==> src/rtl/rst_sequencer.sv <==
// rst_sequencer: power-on / DCM reset sequencer.
// Pulses the DCM reset and waits for lock, retrying a limited number of
// times. Once lock is seen, it releases three active-low reset stages in
// order: memory, then peripherals, then CPU. A lock loss or a software
// reset request aborts the sequence.
// Ports:
//   CLK      free-running board clock (taken before the DCM)
//   RST_X    asynchronous active-low reset
//   LOCKED   DCM lock, asynchronous to CLK
//   SW_RST   active-high software/button reset request, synchronous to CLK
//   DCM_RST  active-high reset driven to the DCM
//   RST_X_O  active-low staged resets [0] memory, [1] peripherals, [2] CPU
//   READY    high once all stages are released
//   FAIL     high once lock retries are exhausted
module rst_sequencer #(
    parameter int unsigned DCM_RST_CYCLES = 4,
    parameter int unsigned LOCK_TIMEOUT   = 1023,
    parameter int unsigned STAGE_DELAY    = 16,
    parameter int unsigned MAX_RETRY      = 3
) (
    input  logic       CLK,
    input  logic       RST_X,
    input  logic       LOCKED,
    input  logic       SW_RST,
    output logic       DCM_RST,
    output logic [2:0] RST_X_O,
    output logic       READY,
    output logic       FAIL
);

    localparam int unsigned CNT_W   = 16;
    localparam int unsigned RETRY_W = 2;

    localparam logic [CNT_W-1:0]   DCM_LAST   = CNT_W'(DCM_RST_CYCLES - 1);
    localparam logic [CNT_W-1:0]   LOCK_LAST  = CNT_W'(LOCK_TIMEOUT - 1);
    localparam logic [CNT_W-1:0]   STAGE_LAST = CNT_W'(STAGE_DELAY - 1);
    localparam logic [RETRY_W-1:0] RETRY_MAX  = RETRY_W'(MAX_RETRY);

    typedef enum logic [2:0] {
        S_DCMRST   = 3'd0,
        S_WAITLOCK = 3'd1,
        S_STAGE0   = 3'd2,
        S_STAGE1   = 3'd3,
        S_STAGE2   = 3'd4,
        S_RUN      = 3'd5,
        S_ERROR    = 3'd6
    } state_e;

    state_e             state_q, state_d;
    logic [CNT_W-1:0]   cnt_q, cnt_d;
    logic [RETRY_W-1:0] retry_q, retry_d;
    logic [RETRY_W-1:0] retry_inc;
    logic               cnt_clr;
    logic               lock_meta_q, lock_s_q;
    logic               lock_s;
    logic               dcm_rst_q, dcm_rst_d;
    logic [2:0]         rst_x_o_q, rst_x_o_d;
    logic               ready_q, ready_d;
    logic               fail_q, fail_d;

    // Two-flop synchroniser; LOCKED is only ever consumed through lock_s.
    always_ff @(posedge CLK or negedge RST_X) begin
        if (!RST_X) begin
            lock_meta_q <= 1'b0;
            lock_s_q    <= 1'b0;
        end else begin
            lock_meta_q <= LOCKED;
            lock_s_q    <= lock_meta_q;
        end
    end

    assign lock_s = lock_s_q;

    // State, counters and registered outputs.
    always_ff @(posedge CLK or negedge RST_X) begin
        if (!RST_X) begin
            state_q   <= S_DCMRST;
            cnt_q     <= '0;
            retry_q   <= '0;
            dcm_rst_q <= 1'b1;
            rst_x_o_q <= 3'b000;
            ready_q   <= 1'b0;
            fail_q    <= 1'b0;
        end else begin
            state_q   <= state_d;
            cnt_q     <= cnt_d;
            retry_q   <= retry_d;
            dcm_rst_q <= dcm_rst_d;
            rst_x_o_q <= rst_x_o_d;
            ready_q   <= ready_d;
            fail_q    <= fail_d;
        end
    end

    // Next state, cycle counter and retry counter.
    always_comb begin
        state_d   = state_q;
        retry_d   = retry_q;
        cnt_d     = cnt_q + CNT_W'(1);
        cnt_clr   = 1'b0;
        retry_inc = retry_q + RETRY_W'(1);
        case (state_q)
            S_DCMRST: begin
                if (cnt_q == DCM_LAST) state_d = S_WAITLOCK;
            end
            S_WAITLOCK: begin
                if (lock_s) begin
                    state_d = S_STAGE0;
                end else if (cnt_q == LOCK_LAST) begin
                    retry_d = retry_inc;
                    state_d = (retry_inc == RETRY_MAX) ? S_ERROR : S_DCMRST;
                end
            end
            S_STAGE0, S_STAGE1, S_STAGE2, S_RUN: begin
                // Lock loss outranks a software request.
                if (!lock_s) begin
                    state_d = S_DCMRST;
                end else if (SW_RST) begin
                    // Restart staging; counter pinned at 0 while the request is held.
                    state_d = S_STAGE0;
                    cnt_clr = 1'b1;
                end else if (state_q == S_RUN) begin
                    cnt_clr = 1'b1;
                end else if (cnt_q == STAGE_LAST) begin
                    if (state_q == S_STAGE0) begin
                        state_d = S_STAGE1;
                    end else if (state_q == S_STAGE1) begin
                        state_d = S_STAGE2;
                    end else begin
                        state_d = S_RUN;
                        retry_d = '0;
                    end
                end
            end
            S_ERROR: begin
                cnt_clr = 1'b1;
                if (SW_RST) begin
                    state_d = S_DCMRST;
                    retry_d = '0;
                end
            end
            default: begin
                state_d = S_DCMRST;
            end
        endcase
        if (cnt_clr || (state_d != state_q)) cnt_d = '0;
    end

    // Output values follow the state being entered, so each is a flop.
    always_comb begin
        dcm_rst_d = 1'b0;
        rst_x_o_d = 3'b000;
        ready_d   = 1'b0;
        fail_d    = 1'b0;
        case (state_d)
            S_DCMRST: dcm_rst_d = 1'b1;
            S_STAGE1: rst_x_o_d = 3'b001;
            S_STAGE2: rst_x_o_d = 3'b011;
            S_RUN: begin
                rst_x_o_d = 3'b111;
                ready_d   = 1'b1;
            end
            S_ERROR:  fail_d = 1'b1;
            default:  ;
        endcase
    end

    assign DCM_RST = dcm_rst_q;
    assign RST_X_O = rst_x_o_q;
    assign READY   = ready_q;
    assign FAIL    = fail_q;

endmodule

==> config.mk <==
export PLATFORM = sky130hd
export DESIGN_NAME = rst_sequencer
export DESIGN_NICKNAME = d
export VERILOG_FILES = /design/src/rtl/rst_sequencer.sv
export SDC_FILE = /design/constraint.sdc
export NUM_CORES = 1
export LEC_CHECK = 0
export CAP_MARGIN = 20
export CORE_MARGIN = 5
export CORE_UTILIZATION = 57
export DETAILED_ROUTE_END_ITERATION = 16
export PLACE_DENSITY = 0.8
export REMOVE_ABC_BUFFERS = 1
export SLEW_MARGIN = 20
export SYNTH_ARGS = -nofsm -noshare
export SYNTH_HDL_FRONTEND = slang
export SYNTH_SLANG_ARGS = --single-unit
export TNS_END_PERCENT = 1
==> constraint.sdc <==
create_clock -name CLK -period 3.2 [get_ports CLK]
set_clock_uncertainty 0.15 [all_clocks]
set_input_delay 0.32 -clock CLK [delete_from_list [all_inputs] [get_ports CLK]]
set_output_delay 0.32 -clock CLK [all_outputs]
set_load 0.01 [all_outputs]
Word level (Yosys, flattened, before mapping):

Index checks and enable logic that the tools add are counted.

* eq/ne operators: 24
* add/subtract/negate cells: 2
* bitwise gates (word level): 0
* $lt $le $gt $ge: 0
* $mul: 0
* reductions and logical operators: 6
* muxes and demuxes: 31
* div/mod/pow operators: 0
* shifts and indexed selects: 0

Operators with widths (count)
* $mux W3: 10
* $eq A3 B3 Y1 const B: 6
* $mux W2: 9
* $ne A2 B2 Y1 const B: 9
* $add A16 B1 Y16 const B: 1
* $eq A16 B10 Y1 const B: 1
* $eq A16 B2 Y1 const B: 1
* $eq A16 B4 Y1 const B: 1
* $mux W16: 1
* $pmux W3 S4: 1
* $reduce_and A10 Y1: 1
* $eq A3 B2 Y1 const B: 3
* $pmux W3 S3: 1
* $mux W1: 7
* $logic_not A3 Y1: 2
* $pmux W2 S3: 1
* $reduce_or A4 Y1: 1
* $eq A3 B1 Y1 const B: 1
* $ne A3 B3 Y1: 1
* $reduce_bool A3 Y1: 1
* $add A2 B1 Y2 const B: 1
* $eq A2 B2 Y1 const B: 1
* $pmux W1 S2: 1
* $logic_or A1 B1 Y1: 1

* input port bits: 4
* memory bits (writable): 0
* output and inout bits: 6
* flip-flop bits (word level): 29
* logic and storage cells: 72
* bits in latches: 0
* bits in read-only memories: 0
* memories kept: 0

Logic depth before layout (Yosys ltp):

Gate-level depths: netlist of run 1.

* depth after elaboration: 11
* depth in mapped cells: 10
* gate-level depth less buffers: 8

Worst setup path before layout of run 1:

OpenSTA, ideal clock, no wires.

* kind: register to register
* start point: register cnt_q[0]
* end point: register cnt_q[14]
* path buffers: 2
* data arrival time: 2020 ps
* stages on the path, launching flop included: 10
* library setup time: 96 ps
* setup slack: 935 ps
* data required time: 2954 ps
* clock period less this slack: 2265 ps
* cell sequence: dfrtp_1 -> ha_1 -> and3_1 -> buf_6 -> and4_4 -> o221ai_4 -> and3_1 -> a31oi_4 -> buf_6 -> nor4_2

* longest elaborated chain between the ends: 9
* elaborated cells between the ends (all ways): 15
* those cells by class: 1 x add/sub; 4 x eq/ne; 9 x mux; 1 x reduce/logical

Ends and longest elaborated chain
* from (decl): RTL line 50 `logic [CNT_W-1:0] cnt_q, cnt_d;`
* from (signal assigned): RTL line 86 `cnt_q <= cnt_d;`
* $eq A16 B4 Y1: RTL line 124 `end else if (cnt_q == STAGE_LAST) begin`
* $mux W3: RTL line 124
* $mux W3: RTL line 122 `end else if (state_q == S_RUN) begin`
* $mux W3: RTL line 118 `end else if (SW_RST) begin`
* $mux W3: RTL line 116 `if (!lock_s) begin`
* $pmux W3 S4: RTL line 102 `case (state_q)`
* $ne A3 B3 Y1: RTL line 146 `if (cnt_clr || (state_d != state_q)) cnt_d = '0;`
* $logic_or A1 B1 Y1: RTL line 146
* $mux W16 *: RTL line 146
* via cnt_d[14]: RTL line 50

The timed path passes the listed nets; every way through them passes the cells marked *.
A chain may end at the register's enable or synchronous reset.

Worst setup path in the final report of run 1:

* start point: register cnt_q[0]
* end point: register cnt_q[2]

Same word-level chain as after synthesis.

==> impl_metrics.toml, run 1 <==
[cells_and_area]
layout.nets = 171
syn_to_final_growth_pct = 4.97
layout.cells.non_filler = 194
layout_common_cells = "dfrtp_1, nand3_1, clkdlybuf4s50_1"
drive_gt1_share_pct = 17.2
n_antenna_cell = 0
final_common_cell = "dfrtp_1"

[critical_path]
cpMaxStageDelayCell = "nor3b_2"
slowest_delay_ps = 880
cp_data_arrival_time_ps = 2880
crit_family = "simple AND/OR/NAND/NOR gates"
cp.buffers_inverters = 0
worstSetupPathType = "reg -> reg"
worstPathRequired_ps = 3250
crit_path_start_kind = "register"
cp_max_fo = 16
crit_path_cell_trace = "ha_1, and3_1, and4_4, a21boi_1, nor3b_2, or3_1, nor3_2"
setup.worst_path.end_class = "register"

[global_route]
overflow = 0
first_global_vias = 1250
grtUsageTotal_pct = 17.3
grt_max_degree = 29
grt_pass1_wl_um = 5760
antenna_found_initial = 0

[die]
dieWidth_um = 64.8
die_height_um = 64.8
core_area_um2 = 2830
start_util_pct = 60.5
rows = 19
die_area_um2 = 4200
io_pins = 10

[pwr]
vdd_ir_drop_max_v = 0.000381
seq_power_share_pct = 49.5
clkPwrFrac_pct = 15.6
p_int_w = 0.000583
power_density_nw_per_um2 = 526
p_comb_share_pct = 34.9
p_switching_w = 0.000363
swShare_pct = 38.4
p_leak_nw = 0.768
power_w = 0.000945

[clock_tree]
cts_num_sinks = 28
cts-root-buf = "clkbuf_4"
numCtsBuffers = 3
clock_latency_ps = 320
post_cts_buffers = 0
path_clk_slew_ps = 140
cts_tree = "built"
hold_buffers = 0
clk_path_buf_depth = 2
h-tree-depth = 1
cts_resized = 0

[drt]
drc = 0
num_vias = 1215
drt_iter0_markers = 55
antenna_left = 0
viasPerCell = 6.26
wl_per_cell_um = 16.3
wirelength_um = 3170
dr.pass1.iters = 4

[sta]
timing.fmax_ghz = 0.354
hold_viol = 0
worst_slew_pin_slew_ps = 1070
setup_viol = 0
rsz0062_at_grt = "false"
drv_slew = 0
max_slew_margin_pct = 28.6
min_period_ps = 2830
period_share_pct = 88.3
fin_tns_setup_ps = 0

[outcome]
status = "finished clean"

[hold_path]
hold_class = "in -> async"

[synthesis]
synth-simple-area-share_pct = 31.8
synth_compound_area_share_pct = 10.4
synth.distinct_cells = 47
ys_warn_count = 0
synthTopCellsByArea = "dfrtp_1, nor4_2, xor2_1, xnor2_1, nand3_1"
syn_inst = 158
yosysSeqAreaShare_pct = 41.0
synth_edf_count = 0
syn_avg_cell_area_um2 = 10.8
synth_flop_cell = "dfrtp_1"
synth_top_family_by_area = "simple AND/OR/NAND/NOR gates"
synth-seq-cells = 28
synth_top_cell_by_area = "dfrtp_1"
async_reset_ff_share_pct = 100
synthAdderAreaFrac_pct = 2.19
synth_top_area_share_pct = 39.4
synth_xor_area_share_pct = 7.67
synth_area_um2 = 1710
synth_mux_area_share_pct = 1.24

[flow_run]
maxCapViolations = 0

[placed_design]
numPortBuffers = 9
dpl.hpwl_um = 2320
place_inst = 190
routabilityCongestion = 0.863
## power groups by stage
stage | logic (W) | registers (W) | clock network, W
after floorplan | 0.000244 | 0.000460 | 0
after global placement | 0.000321 | 0.000469 | 0
after detailed placement | 0.000330 | 0.000474 | 0
after CTS | 0.000332 | 0.000467 | 0.000152
after global routing | 0.000366 | 0.000477 | 0.000168
final | 0.000329 | 0.000468 | 0.000147
## Yosys cell counts, types with 4 or more instances
cell     instances
buf_6            4
xnor2_1          7
nor3_1           5
nor4_1           8
nor4_2           7
nor2_1           4
nand3_1         11
nor2b_1          4
dfrtp_1         27
nand2_1          5
xor2_1           8
or3_1            5
a21oi_1          4
and3_1           5
inv_1            5
## layout make-up
class | count | area, µm²
Clock buffer | 4 | 26.3
Fill cell | 213 | 1030
Inverter | 5 | 18.8
Multi-Input combinational cell | 116 | 915
Sequential cell | 28 | 702
Tap cell | 31 | 38.8
Timing Repair Buffer | 10 | 97.6
## worst register-to-register path, delay by kind of cell (launching register included)
family	cells	cell delay, ps
AOI/OAI and AO/OA	1	100
adders and majority gates	1	230
DFF	1	460
and+or+nand+nor	5	1780
## registers in the layout, summed over array words and instances, names as in the netlist
signal       cells
READY            1
cnt_q           16
DCM_RST          1
retry_q          2
lock_meta_q      1
FAIL             1
state_q          3
RST_X_O          2
lock_s           1
## per-stage QoR
stage	instance area, µm²	hold WS [ps]	worst slack, ps	util [%]
after floorplan	1640	-126	774	-
after global placement	1770	184	413	62.6
after detailed placement	1770	193	345	62.6
after CTS	1800	207	356	63.6
after global routing	1800	239	197	63.6
final	1800	198	375	63.6
## worst paths after layout
check,to,depth (start not counted),from,slack [ps]
hold reg to reg,lock_s,0,lock_meta_q,220
min in group CLK,lock_s,0,lock_meta_q,220
setup reg to reg,cnt_q[2],7,cnt_q[0],370
setup / recovery,cnt_q[2],7,cnt_q[0],370
hold / removal,retry_q[1],2,RST_X,200
max in group asynchronous,DCM_RST,2,RST_X,2400
## cell families (layout without fill, tap and decap cells)
family,after synthesis,after routing
buf+inv,14,19
fa+ha+maj,3,3
mux,2,2
compound gates,19,19
xor+xnor,15,15
simple gates,77,77
flops,28,28
## per-layer routing
layer | wire length, µm | global-route usage, % | vias to the layer above
met5 | 0 | 0 | -
met2 | 1630 | 29.4 | 26
met1 | 1420 | 23.1 | 597
met3 | 119 | 3.97 | 0
met4 | 0 | 2.37 | 0
li1 | - | - | 592
Power figures use the tool's default switching activity.
==> run 2, diff against run 1 <==
CORE_UTILIZATION = 35   (was 57)
CTS_CLUSTER_SIZE = 14   (was unset)
PLACE_DENSITY = 0.55   (was 0.8)
==> run 2 against run 1 <==
  * Total power rose by 16%
  * Worst setup slack improved by 250 ps
  * Sequential power barely moved
  * Final area rose by 5.4%
  * Count of clock-buffer cells in the layout fell by 1
  * Worst hold slack improved by 13 ps
  * Die area rose by 52%
  * Sequential cell count did not move
  * Core utilization fell by 23 points
  * First-iteration DRC count fell by 5.5%
  * Global-route usage fell by 5.5 points
==> impl_metrics.toml, run 2 (synthesis results as in run 1) <==
[cells_and_area]
reg.largest.list = "cnt_q: 16 flops, state_q: 3 flops"
drive_gt1_share_pct = 18.3
top_register = "cnt_q"
syn_to_final_growth_pct = 10.7
n_antenna_cell = 0
nFillCells = 479
final_common_cell = "dfrtp_1"
layout_common_cells = "dfrtp_1, nand3_1, clkdlybuf4s50_1"
fin_util_pct = 40.1
largest_reg_flops = 16
layout.nets = 172

[global_route]
overflow = 0
grt_max_degree = 29
first_global_vias = 1162
grt_pass1_wl_um = 5900
antenna_found_initial = 0
grtUsageTotal_pct = 11.8

[die]
die_area_um2 = 6390
die_height_um = 80.0
start_util_pct = 36.3
io_pins = 10
dieWidth_um = 80.0
rows = 25
core_area_um2 = 4720

[critical_path]
cp_max_fo = 11
crit_path_cell_trace = "ha_1, and3_1, and4_4, a21boi_1, nor3b_2, buf_4, nor4_1"
reg2regPathDepth = 7
crit_start = "cnt_q[1]"
slowest_delay_ps = 590
worstPathRequired_ps = 3210
crit_end = "cnt_q[15]"
crit_family = "simple AND/OR/NAND/NOR gates"
cp.buffers_inverters = 1
r2r_start = "cnt_q[1]"
path_depth = 7
crit_path_start_kind = "register"
cp_data_arrival_time_ps = 2580
worstSetupPathType = "reg -> reg"
cpMaxStageDelayCell = "nor3b_2"
r2r_end = "cnt_q[15]"
setup.worst_path.end_class = "register"
reg2reg_slack_ps = 620

[drt]
wl_per_cell_um = 14.8
antenna_left = 0
num_vias = 1206
dr.pass1.iters = 4
drt_iter0_markers = 52
wirelength_um = 3420
drc = 0
viasPerCell = 5.22

[pwr]
p_comb_share_pct = 31.2
p_leak_nw = 0.794
power_density_nw_per_um2 = 577
p_int_w = 0.000709
seq_power_share_pct = 42.9
vdd_ir_drop_max_v = 0.000228
swShare_pct = 35.1
p_switching_w = 0.000384
clkPwrFrac_pct = 25.9

[sta]
rsz0062_at_grt = "false"
drv_slew = 0
timing.fmax_ghz = 0.388
fin_tns_setup_ps = 0
max_slew_margin_pct = 55.6
min_period_ps = 2580
period_share_pct = 80.6
worst_slew_pin_slew_ps = 664
setup_viol = 0
setup_ws_ps = 622
hold_viol = 0

[clock_tree]
cts_resized = 0
clk_path_buf_depth = 2
post_cts_buffers = 0
hold_buffers = 0
cts_tree = "built"
cts_num_sinks = 28
clock_latency_ps = 290
path_clk_slew_ps = 100
cts-root-buf = "clkbuf_8"
numCtsBuffers = 3
h-tree-depth = 1

[placed_design]
numPortBuffers = 9
routabilityCongestion = 0.807
pre_cts_ws_ps = 609
dpl.hpwl_um = 2390

[flow_run]
maxCapViolations = 0

[outcome]
status = "finished clean"

[hold_path]
hold_class = "reg -> reg"
run 2: cell types whose count changed in the layout (fill, tap and decap cells not counted), sizes merged:
| cell | change |
|---|---|
| buf | +1 |
| bufinv | +1 |
| clkbuf | -1 |
run 2: area by class of cell:
class / instances / area [µm²] / share of cell area, %
Multi-Input combinational cell: 116 / 915 / 48.3
Sequential cell: 28 / 702 / 37.0
Timing Repair Buffer: 11 / 105 / 5.54
Tap cell: 67 / 83.8 / 4.42
Clock buffer: 3 / 41.3 / 2.18
Clock inverter: 1 / 30.0 / 1.58
Inverter: 5 / 18.8 / 0.990
run 2: power by group through the flow:
stage / Combinational (W) / Sequential (W) / Clock (W)
floorplan: 0.000244 / 0.000460 / 0
global placement: 0.000338 / 0.000470 / 0
detailed placement: 0.000340 / 0.000475 / 0
CTS: 0.000342 / 0.000469 / 0.000291
global route: 0.000373 / 0.000478 / 0.000307
finish: 0.000341 / 0.000470 / 0.000283
run 2: worst reg2reg max path: stages, from the launching register on:
cell,delay (ps)
dfrtp_1,440
ha_1,230
and3_1,290
and4_4,300
a21boi_1,100
nor3b_2,590
buf_4,280
nor4_1,60
run 2: how the worst min path moves through the flow:
stage               slack, ps  endpoint  cells past startpoint   startpoint
CTS                       210    lock_s                      0  lock_meta_q
finish                    210    lock_s                      0  lock_meta_q
global route              230    lock_s                      0  lock_meta_q
detailed placement        190    lock_s                      0  lock_meta_q
global placement          190    lock_s                      0  lock_meta_q
floorplan                -130      FAIL                      0        RST_X
run 2: metrics by stage:
stage / instance area, µm² / hold WS, ps / power [W] / std cells
3_5_place_dp: 1820 / 187 / 0.000816 / 227
4_1_cts: 1900 / 211 / 0.00110 / 231
3_3_place_gp: 1820 / 187 / 0.000809 / 227
5_1_grt: 1900 / 227 / 0.00116 / 231
2_1_floorplan: 1640 / -126 / 0.000703 / 149
6_report: 1900 / 211 / 0.00109 / 231
run 2: layer usage:
layer | up-vias | wire length, µm | global-route usage [%]
li1 | 592 | - | -
met1 | 588 | 1740 | 17.3
met2 | 21 | 1500 | 16.9
met3 | 5 | 101 | 1.47
met4 | 0 | 72 | 5.57
met5 | - | 0 | 0
==> run 3, diff against run 2 <==
PLACE_DENSITY = 0.56   (was 0.55)
clock period = 2.2 ns   (was 3.2 ns; I/O delays follow)
==> run 3 against run 2 <==
  * The run now ends with setup timing left
  * Register-to-register slack worse by 670 ps
  * Critical path type unchanged
  * Final cell count up 15%
  * Worst setup slack worse by 670 ps
==> impl_metrics.toml, run 3 (synthesis results as in run 1) <==
[sta]
rsz0062_at_grt = "true"
setup_ws_ps = -47.8
worst_slew_pin_slew_ps = 388
hold_viol = 0
min_period_ps = 2250
timing.fmax_ghz = 0.445
period_share_pct = 102
max_slew_margin_pct = 73.9
drv_slew = 0
setup_viol = 13

[pwr]
power_w = 0.00186
vdd_ir_drop_max_v = 0.000405
p_leak_nw = 1.00
power_density_nw_per_um2 = 799

[global_route]
overflow = 0
antenna_found_initial = 0
grt_max_degree = 29
grtUsageTotal_pct = 14.0
first_global_vias = 1419
grt_pass1_wl_um = 6960

[cells_and_area]
top_register = "cnt_q"
layout.cells.non_filler = 266
layout.nets = 207
fin_util_pct = 49.4
drive_gt1_share_pct = 41.2
reg.largest.list = "cnt_q: 16 flops, state_q: 3 flops"
nFillCells = 423
final_common_cell = "buf_4"
n_antenna_cell = 0
layout_common_cells = "buf_4, dfrtp_1, nand3_1"
multi_input_area_um2 = 1050
final-seq-area_um2 = 704
syn_to_final_growth_pct = 36.1
largest_reg_flops = 16
fin_area_um2 = 2330

[critical_path]
crit_path_start_kind = "register"
setup.worst_path.end_class = "register"
worstSetupPathType = "reg -> reg"
worstPathRequired_ps = 2230
cp_data_arrival_time_ps = 2280
cp_max_fo = 8

[clock_tree]
hold_buffers = 0
cts_tree = "built"
clk_path_buf_depth = 2
clock_latency_ps = 280
cts_num_sinks = 28
cts-root-buf = "clkbuf_8"
path_clk_slew_ps = 100
h-tree-depth = 1
numCtsBuffers = 3

[die]
rows = 25
die_area_um2 = 6390
die_height_um = 80.0
dieWidth_um = 80.0
io_pins = 10
core_area_um2 = 4720
start_util_pct = 36.3

[drt]
drc = 0
antenna_left = 0
num_vias = 1368
wirelength_um = 4200
met1_length_um = 1920
viasPerCell = 5.14
route.met3.wl_um = 87
dr_wl_met2_um = 2150
wl_per_cell_um = 15.8
drt_iter0_markers = 86
dr.pass1.iters = 4
dr.max_layer_used = "met4"

[placed_design]
place_inst = 256
routabilityCongestion = 0.859
dpl.hpwl_um = 2830
place_area_um2 = 2050
numPortBuffers = 9

[outcome]
violations = "setup timing"
status = "finished with violations"

[flow_run]
maxCapViolations = 0

[hold_path]
hold_class = "in -> async"
run 3: layout make-up:
type | instances | area share [%]
Tap cell | 67 | 3.60
Clock inverter | 1 | 1.29
Sequential cell | 28 | 30.2
Clock buffer | 3 | 1.77
Timing Repair Buffer | 46 | 17.2
Multi-Input combinational cell | 116 | 45.1
Inverter | 5 | 0.805
run 3: path summary, 6_finish.rpt:
kind,start,to,slack (ps),cells past startpoint
max in group asynchronous,RST_X,DCM_RST,1430,2
min in group CLK,lock_meta_q,lock_s,210,0
hold / removal,RST_X,retry_q[0],160,2
setup / recovery,cnt_q[5],cnt_q[1],-50,8
hold reg to reg,lock_meta_q,lock_s,210,0
setup reg to reg,cnt_q[5],cnt_q[1],-50,8
run 3: timing repair:
action	in CTS	in global routing
buffers inserted	3	1
endpoints found under the setup margin	16	17
pin swaps	4	10
gates resized for setup	7	21
gates cloned	0	2
hold endpoints to repair	0	0
run 3: per-layer routing:
metal,track usage [%],vias to the layer above
met2,23.9,11
met1,17.8,686
li1,-,666
met4,3.89,0
met5,0,-
met3,2.93,5
run 3: critical path: stages, from the launching register on:
cell       delay, ps
dfrtp_1          450
nor4_2           260
buf_4            160
and4_4           270
o221ai_4         150
and3_4           180
a31oi_4          240
clkbuf_16        230
nor3_1            60
run 3: power by group:
| part | switching (W) | total [W] | internal [W] |
|---|---|---|---|
| combinational | 0.000422 | 0.000789 | 0.000367 |
| clock | 0.000173 | 0.000417 | 0.000244 |
| sequential | 0.0000757 | 0.000656 | 0.000580 |
run 3: through the flow:
step,setup TNS (ps),hold slack (ps),setup slack [ps]
floorplan,-1820,-226,-226
finish,-400,157,-47.8
global route,-1460,187,-101
CTS,-1.36,169,-1.36
global placement,-871,181,-67.8
detailed placement,-1460,189,-118
